===== config.mk =====
export PLATFORM = sky130hd
export DESIGN_NAME = channel
export DESIGN_NICKNAME = d
export VERILOG_FILES = /design/src/rtl/channel_pkg.sv /design/src/rtl/channel.sv
export SDC_FILE = /design/constraint.sdc
export NUM_CORES = 1
export LEC_CHECK = 0
export BUFFER_PORTS_ARGS = -buffer_cell sky130_fd_sc_hd__clkbuf_2
export CORE_MARGIN = 5
export CORE_UTILIZATION = 52
export DETAILED_ROUTE_END_ITERATION = 8
export PLACE_DENSITY = 0.83
export SLEW_MARGIN = 20
export SYNTH_ARGS = -nofsm -noshare
export SYNTH_HDL_FRONTEND = slang
export SYNTH_SLANG_ARGS = --single-unit

===== constraint.sdc =====
create_clock -name clk -period 3.6 [get_ports clk]
set_input_delay 0.72 -clock clk [delete_from_list [all_inputs] [get_ports clk]]
set_output_delay 0.72 -clock clk [all_outputs]
set_load 0.01 [all_outputs]

===== src/rtl/channel_pkg.sv =====
// Shared types for CSP-style handshake blocks: protocol selection and FSM state encodings.
package channel_pkg;

    // Left open for future protocols such as 2-phase bundled data.
    typedef enum logic [1:0] {
        P4PhaseBD = 2'd0
    } hs_protocol_e;

    typedef enum logic {
        S_IDLE  = 1'b0,
        S_ACKED = 1'b1
    } send_state_e;

    typedef enum logic [1:0] {
        R_IDLE = 2'd0,
        R_REQ  = 2'd1,
        R_WAIT = 2'd2
    } recv_state_e;

endpackage


===== src/rtl/channel.sv =====
// One-token buffered 4-phase bundled-data channel with independent sender and receiver FSMs
// sharing a single buffer register and its full flag.
module channel
    import channel_pkg::*;
#(
    parameter int unsigned  WIDTH       = 8,
    parameter hs_protocol_e HS_PROTOCOL = P4PhaseBD
) (
    input  logic             clk,
    input  logic             rst,
    input  logic             s_req,
    input  logic [WIDTH-1:0] s_data,
    output logic             s_ack,
    output logic             r_req,
    output logic [WIDTH-1:0] r_data,
    input  logic             r_ack,
    output logic             full,
    output logic             proto_err
);

    localparam bit IsFourPhase = (HS_PROTOCOL == P4PhaseBD);

    send_state_e      r_sstate, w_sstate_next;
    recv_state_e      r_rstate, w_rstate_next;
    logic             r_full;
    logic [WIDTH-1:0] r_buf;
    logic             r_err;
    logic             r_prev_stall;
    logic [WIDTH-1:0] r_prev_data;

    logic w_capture;
    logic w_release;
    logic w_stall;
    logic w_err;

    // Both sides look only at registered full, so capture and release never share an edge.
    assign w_capture = IsFourPhase && (r_sstate == S_IDLE) && s_req && !r_full;
    assign w_release = (r_rstate == R_REQ) && r_ack;
    assign w_stall   = (r_sstate == S_IDLE) && s_req && r_full;
    assign w_err     = ((r_rstate == R_IDLE) && r_ack) ||
                       (w_stall && r_prev_stall && (s_data != r_prev_data));

    always_ff @(posedge clk or posedge rst) begin
        if (rst) begin
            r_sstate <= S_IDLE;
        end else begin
            r_sstate <= w_sstate_next;
        end
    end

    always_comb begin
        w_sstate_next = r_sstate;
        unique case (r_sstate)
            S_IDLE:  if (w_capture) w_sstate_next = S_ACKED;
            S_ACKED: if (!s_req)    w_sstate_next = S_IDLE;
            default: w_sstate_next = S_IDLE;
        endcase
    end

    always_ff @(posedge clk or posedge rst) begin
        if (rst) begin
            r_rstate <= R_IDLE;
        end else begin
            r_rstate <= w_rstate_next;
        end
    end

    always_comb begin
        w_rstate_next = r_rstate;
        unique case (r_rstate)
            R_IDLE:  if (r_full)  w_rstate_next = R_REQ;
            R_REQ:   if (r_ack)   w_rstate_next = R_WAIT;
            R_WAIT:  if (!r_ack)  w_rstate_next = R_IDLE;
            default: w_rstate_next = R_IDLE;
        endcase
    end

    always_ff @(posedge clk or posedge rst) begin
        if (rst) begin
            r_full       <= 1'b0;
            r_buf        <= '0;
            r_err        <= 1'b0;
            r_prev_stall <= 1'b0;
            r_prev_data  <= '0;
        end else begin
            if (w_capture) begin
                r_full <= 1'b1;
                r_buf  <= s_data;
            end else if (w_release) begin
                r_full <= 1'b0;
            end
            if (w_err) begin
                r_err <= 1'b1;
            end
            r_prev_stall <= w_stall;
            r_prev_data  <= s_data;
        end
    end

    always_comb begin
        s_ack     = (r_sstate == S_ACKED);
        r_req     = (r_rstate == R_REQ);
        r_data    = r_buf;
        full      = r_full;
        proto_err = r_err;
    end

endmodule


# Yosys cells after proc, flatten, opt, wreduce, memory -nomap -nowiden

Index checks and enable logic that the tools add are counted.

Equal/unequal tests: 6
Muxes and demuxes: 9
Bitwise gates (word level): 1
Reductions and logical operators: 12

Operators with widths:

| kind                 | number |
|---|---|
| $ne A8 B8 Y1         | 1 |
| $logic_and A1 B1 Y1  | 7 |
| $mux W2              | 3 |
| $pmux W2 S3          | 1 |
| $mux W1              | 4 |
| $ne A2 B2 Y1 const B | 2 |
| $reduce_and A3 Y1    | 1 |
| $eq A2 B1 Y1 const B | 1 |
| $eq A2 B2 Y1 const B | 1 |
| $logic_not A2 Y1     | 1 |
| $ne A2 B1 Y1 const B | 1 |
| $pmux W1 S2          | 1 |
| $reduce_bool A2 Y1   | 1 |
| $logic_not A1 Y1     | 1 |
| $logic_or A1 B1 Y1   | 1 |
| $not A1 Y1           | 1 |

Register bits: 22
Input port bits: 12
Output and inout bits: 12
Word-level logic and storage cells: 35

# Logic depth before layout (Yosys ltp)

Depth after elaboration: 6
Gate-level depth with buffers: 4
Mapped depth without buffers: 4

# Worst setup path after synthesis

No wires, ideal clock.

Path type: input to register
From: in s_data[6]
To: reg r_err, in the netlist proto_err
Library setup time: 126 ps
Arrival time: 1,477 ps
Data required time: 3,474 ps
Path slack: 1,997 ps
Cell stages on the path: 4
Path buffers: 0
Path through: xor2_1 -> nor4_2 -> nand2_1 -> a311o_1

Word-level cells in the longest chain between the ends: 3

Ends and longest elaborated chain:

| item                 | line          | source |
|---|---|---|
| from (decl)          | channel.sv:12 | `input logic [WIDTH-1:0] s_data,` |
| $ne A8 B8 Y1         | channel.sv:41 | `(w_stall && r_prev_stall && (s_data != r_prev_data));` |
| $logic_and A1 B1 Y1  | channel.sv:41 |  |
| $logic_or A1 B1 Y1   | channel.sv:40 | `assign w_err = ((r_rstate == R_IDLE) && r_ack) \|\|` |
| to (signal assigned) | channel.sv:82 | `r_err <= 1'b0;` |
| to (signal assigned) | channel.sv:93 | `r_err <= 1'b1;` |
| to (decl)            | channel.sv:27 | `logic r_err;` |

Every way passes these cells.
A chain may end at the register's enable or synchronous reset.

# Worst setup path in the final report

From: reg r_rstate[0]
To: out r_req

Word-level cells in the longest chain between the ends: 1

Ends and longest elaborated chain:

| item                   | line           | source |
|---|---|---|
| from (decl)            | channel.sv:24  | `recv_state_e r_rstate, w_rstate_next;` |
| from (signal assigned) | channel.sv:64  | `r_rstate <= w_rstate_next;` |
| $eq A2 B1 Y1           | channel.sv:102 | `r_req = (r_rstate == R_REQ);` |
| to (decl)              | channel.sv:14  | `output logic r_req,` |

Every way passes these cells.

==> results by group <==
Outcome
  • Status: finished, final reports clean

Yosys
  • Mapped Area: 843 sq um
  • Area share of the largest cell type after synthesis: 65.3%
  • Top cells by count, synth: dfrtp_1, mux2_2, xor2_1
  • Top cells by area, synth: dfrtp_1, mux2_2, xor2_1
  • Cells after Synth: 55
  • Number of nets produced by synthesis: 67
  • Dominant cell type by area after synthesis: dfrtp_1
  • Primary FF master, synth: dfrtp_1
  • Seq cells post-synth: 22
  • Synth Area per Inst: 15.3 sq um
  • Top-count cell post-synth: dfrtp_1
  • Async SR Flop Fraction: 100%
  • Post-synth cell types: 17
  • Yosys warnings: 0
  • Post-synthesis sequential area ratio: 65.3%
  • Number of flops mapped to enable cells by yosys: 0

STA
  • Worst Skew: 4.55 ps
  • Final period util: 49.5%
  • Slew Limit Fails: 0
  • Top achievable clock speed: 0.561 GHz
  • Worst-margin pin slew: 787 ps
  • Slew Limit Headroom: 47.5%
  • RSZ-0062 raised after global routing: no
  • Setup TNS: 0 ps
  • Final setup viols: 0
  • Fin crit period: 1780 ps
  • Final hold vios: 0
  • Final setup margin: 1820 ps
  • Hold WS: 513 ps

Routing
  • WL per Instance: 13.7 microns
  • Antenna viol nets, final: 0
  • Vias per cell: 5.32
  • Pre-Repair DR Iteration Count: 1
  • DRC: 0
  • Routed vias: 516
  • Drt total wl: 1330 microns
  • DR iter-0 viols: 0

Floorplan
  • Die width: 50.3 microns
  • I/O Pins: 24
  • Die H: 50.3 microns
  • Initial core utilization: 55.3%
  • Die area: 0.00253 sq mm
  • Core ar.: 0.00152 sq mm
  • Core Rows: 14

Min path
  • HP Start: r_rstate[1]
  • Hold crit path type: flop to flop
  • Hold endpoint: r_rstate[0]
  • Worst Hold Depth: 1

Layout
  • Finished Layout Cells: 97
  • Multi-input logic area: 285 sq um
  • Final Util: 65.7%
  • Filler instances: 117
  • Synth-to-layout area growth: 18.7%
  • Ratio of cells with drive above 1 in the final layout: 45.7%
  • Nets: 95
  • Register area: 551 sq um
  • # diodes: 0

GRT
  • Initial antenna violation count: 0
  • Largest net degree at the start of global routing: 23
  • Gr ovfl total: 0
  • First-pass GRT wire length: 2420 microns
  • GRT Resource Usage Total: 12.5%
  • Vias in the first global route: 552

Flow run
  • Number of max-cap violations: 0

Placed design
  • GPL Wtd Cong: 0.649
  • Placed Cells incl. Taps: 94
  • HPWL after DPL: 1020 microns
  • Dpl ws: 1770 ps
  • Port bufs: 23

Setup path
  • Startpoint types: flop
  • Worst path bufs/invs: 1
  • Slowest library cell on the worst path: dfrtp_1
  • Worst R2R Start: full
  • Slowest cell delay on critical path: 430 ps
  • CP max FO: 6
  • Crit path capture type: output port
  • Crit-path cells: nor2b_1 -> clkbuf_2
  • Worst reg2reg endpoint: r_data[6]
  • Critical Path Start: r_rstate[0]
  • Reg2reg setup slack: 2160 ps
  • WP data required: 2880 ps
  • R2R cell count: 2
  • Crit path kind: flop to output port
  • Crit path max-delay family: flip-flops
  • WP data arrival: 1060 ps

Clocking
  • Clock tree from TritonCTS: yes
  • CTS Buf Count: 3
  • CTS root buffer: clkbuf_4
  • Clock Latency Late Sink: 290 ps
  • Post-CTS Resized: 0
  • CTS HTree Levels: 1
  • CTS Hold Bufs: 0
  • Clk slew on worst S/H paths: 100 ps
  • Setup bufs post-CTS: 0
  • CTS sink count: 22
  • Maximum clock path buffer count: 2

Power and ir drop
  • LEAKAGE: 0.479 nW
  • Pwr dens: 692 mW/mm^2
  • Max IR drop VDD: 0.000481 V
[area by class of cell]
class / count / share of cell area (%)
timing repair buffer: 23 / 11.5
clock buffer: 3 / 2.25
inverter: 2 / 0.750
sequential: 22 / 55.0
tap: 16 / 2.00
multi-input combinational: 31 / 28.5
[logic make-up after synthesis]
logic type,count (synthesis),share of synthesized area [%]
DFF,22,65.3
AOI/OAI and AO/OA,5,4.75
xor gates and xnor gates,8,8.31
and+or+nand+nor,10,10.1
buffers and inverters,2,0.891
muxes,8,10.7
[layer usage]
| metal | global-route usage [%] | vias to the layer above | routed length [microns] |
|---|---|---|---|
| met5 | 0 | - | 0 |
| met4 | 6.55 | 0 | 25 |
| met3 | 3.85 | 4 | 108 |
| met2 | 20.5 | 18 | 652 |
| met1 | 14.7 | 249 | 540 |
| li1 | - | 245 | - |
[flip-flops by register name (all words and copies together), names as in the netlist]
signal        flops
r_prev_stall      1
s_ack             1
proto_err         1
r_rstate          2
full              1
r_data            8
r_prev_data       8
[worst max path at each step]
stage | end | depth (start not counted)
6_report | r_req | 2
3_5_place_dp | r_data[0] | 3
3_3_place_gp | r_data[7] | 3
5_1_grt | r_req | 2
4_1_cts | r_req | 2
2_1_floorplan | proto_err | 4
[where the power goes]
part | total (W) | leakage [nW] | switching, W | internal (W)
Sequential | 0.000372 | 0.258 | 0.0000526 | 0.000319
Combinational | 0.000218 | 0.207 | 0.000102 | 0.000117
Clock | 0.000102 | 0.0138 | 0.0000635 | 0.0000389
Total | 0.000693 | 0.479 | 0.000218 | 0.000475
[through the flow]
stage          power (W)  cell area, sq um
2_1_floorplan   0.000507               843
3_3_place_gp    0.000591               978
3_5_place_dp    0.000602               978
4_1_cts         0.000706              1000
5_1_grt         0.000753              1000
6_report        0.000693              1000
[cells in the final DEF, fill, tap and decap left out]
master / Yosys / final
and3_1: 1 / 1
nor4_2: 2 / 2
nor2b_1: 2 / 2
inv_1: 2 / 2
a21boi_0: 1 / 1
mux2_2: 8 / 8
xor2_1: 8 / 8
clkbuf_4: 0 / 3
nand3b_1: 1 / 1
a311o_1: 1 / 1
nand2_1: 1 / 1
nor3b_4: 1 / 1
o21a_1: 1 / 1
clkbuf_2: 0 / 23
a211oi_1: 1 / 1
a21o_1: 1 / 1
nor3b_1: 1 / 1
nor2_1: 1 / 1
dfrtp_1: 22 / 22
[worst reg2reg max path, cell delays in order (launching register included)]
cell	delay (ps)
dfrtp_1	470
nor3b_4	480
mux2_2	390
No activity file was read; power rests on OpenSTA's default activity.
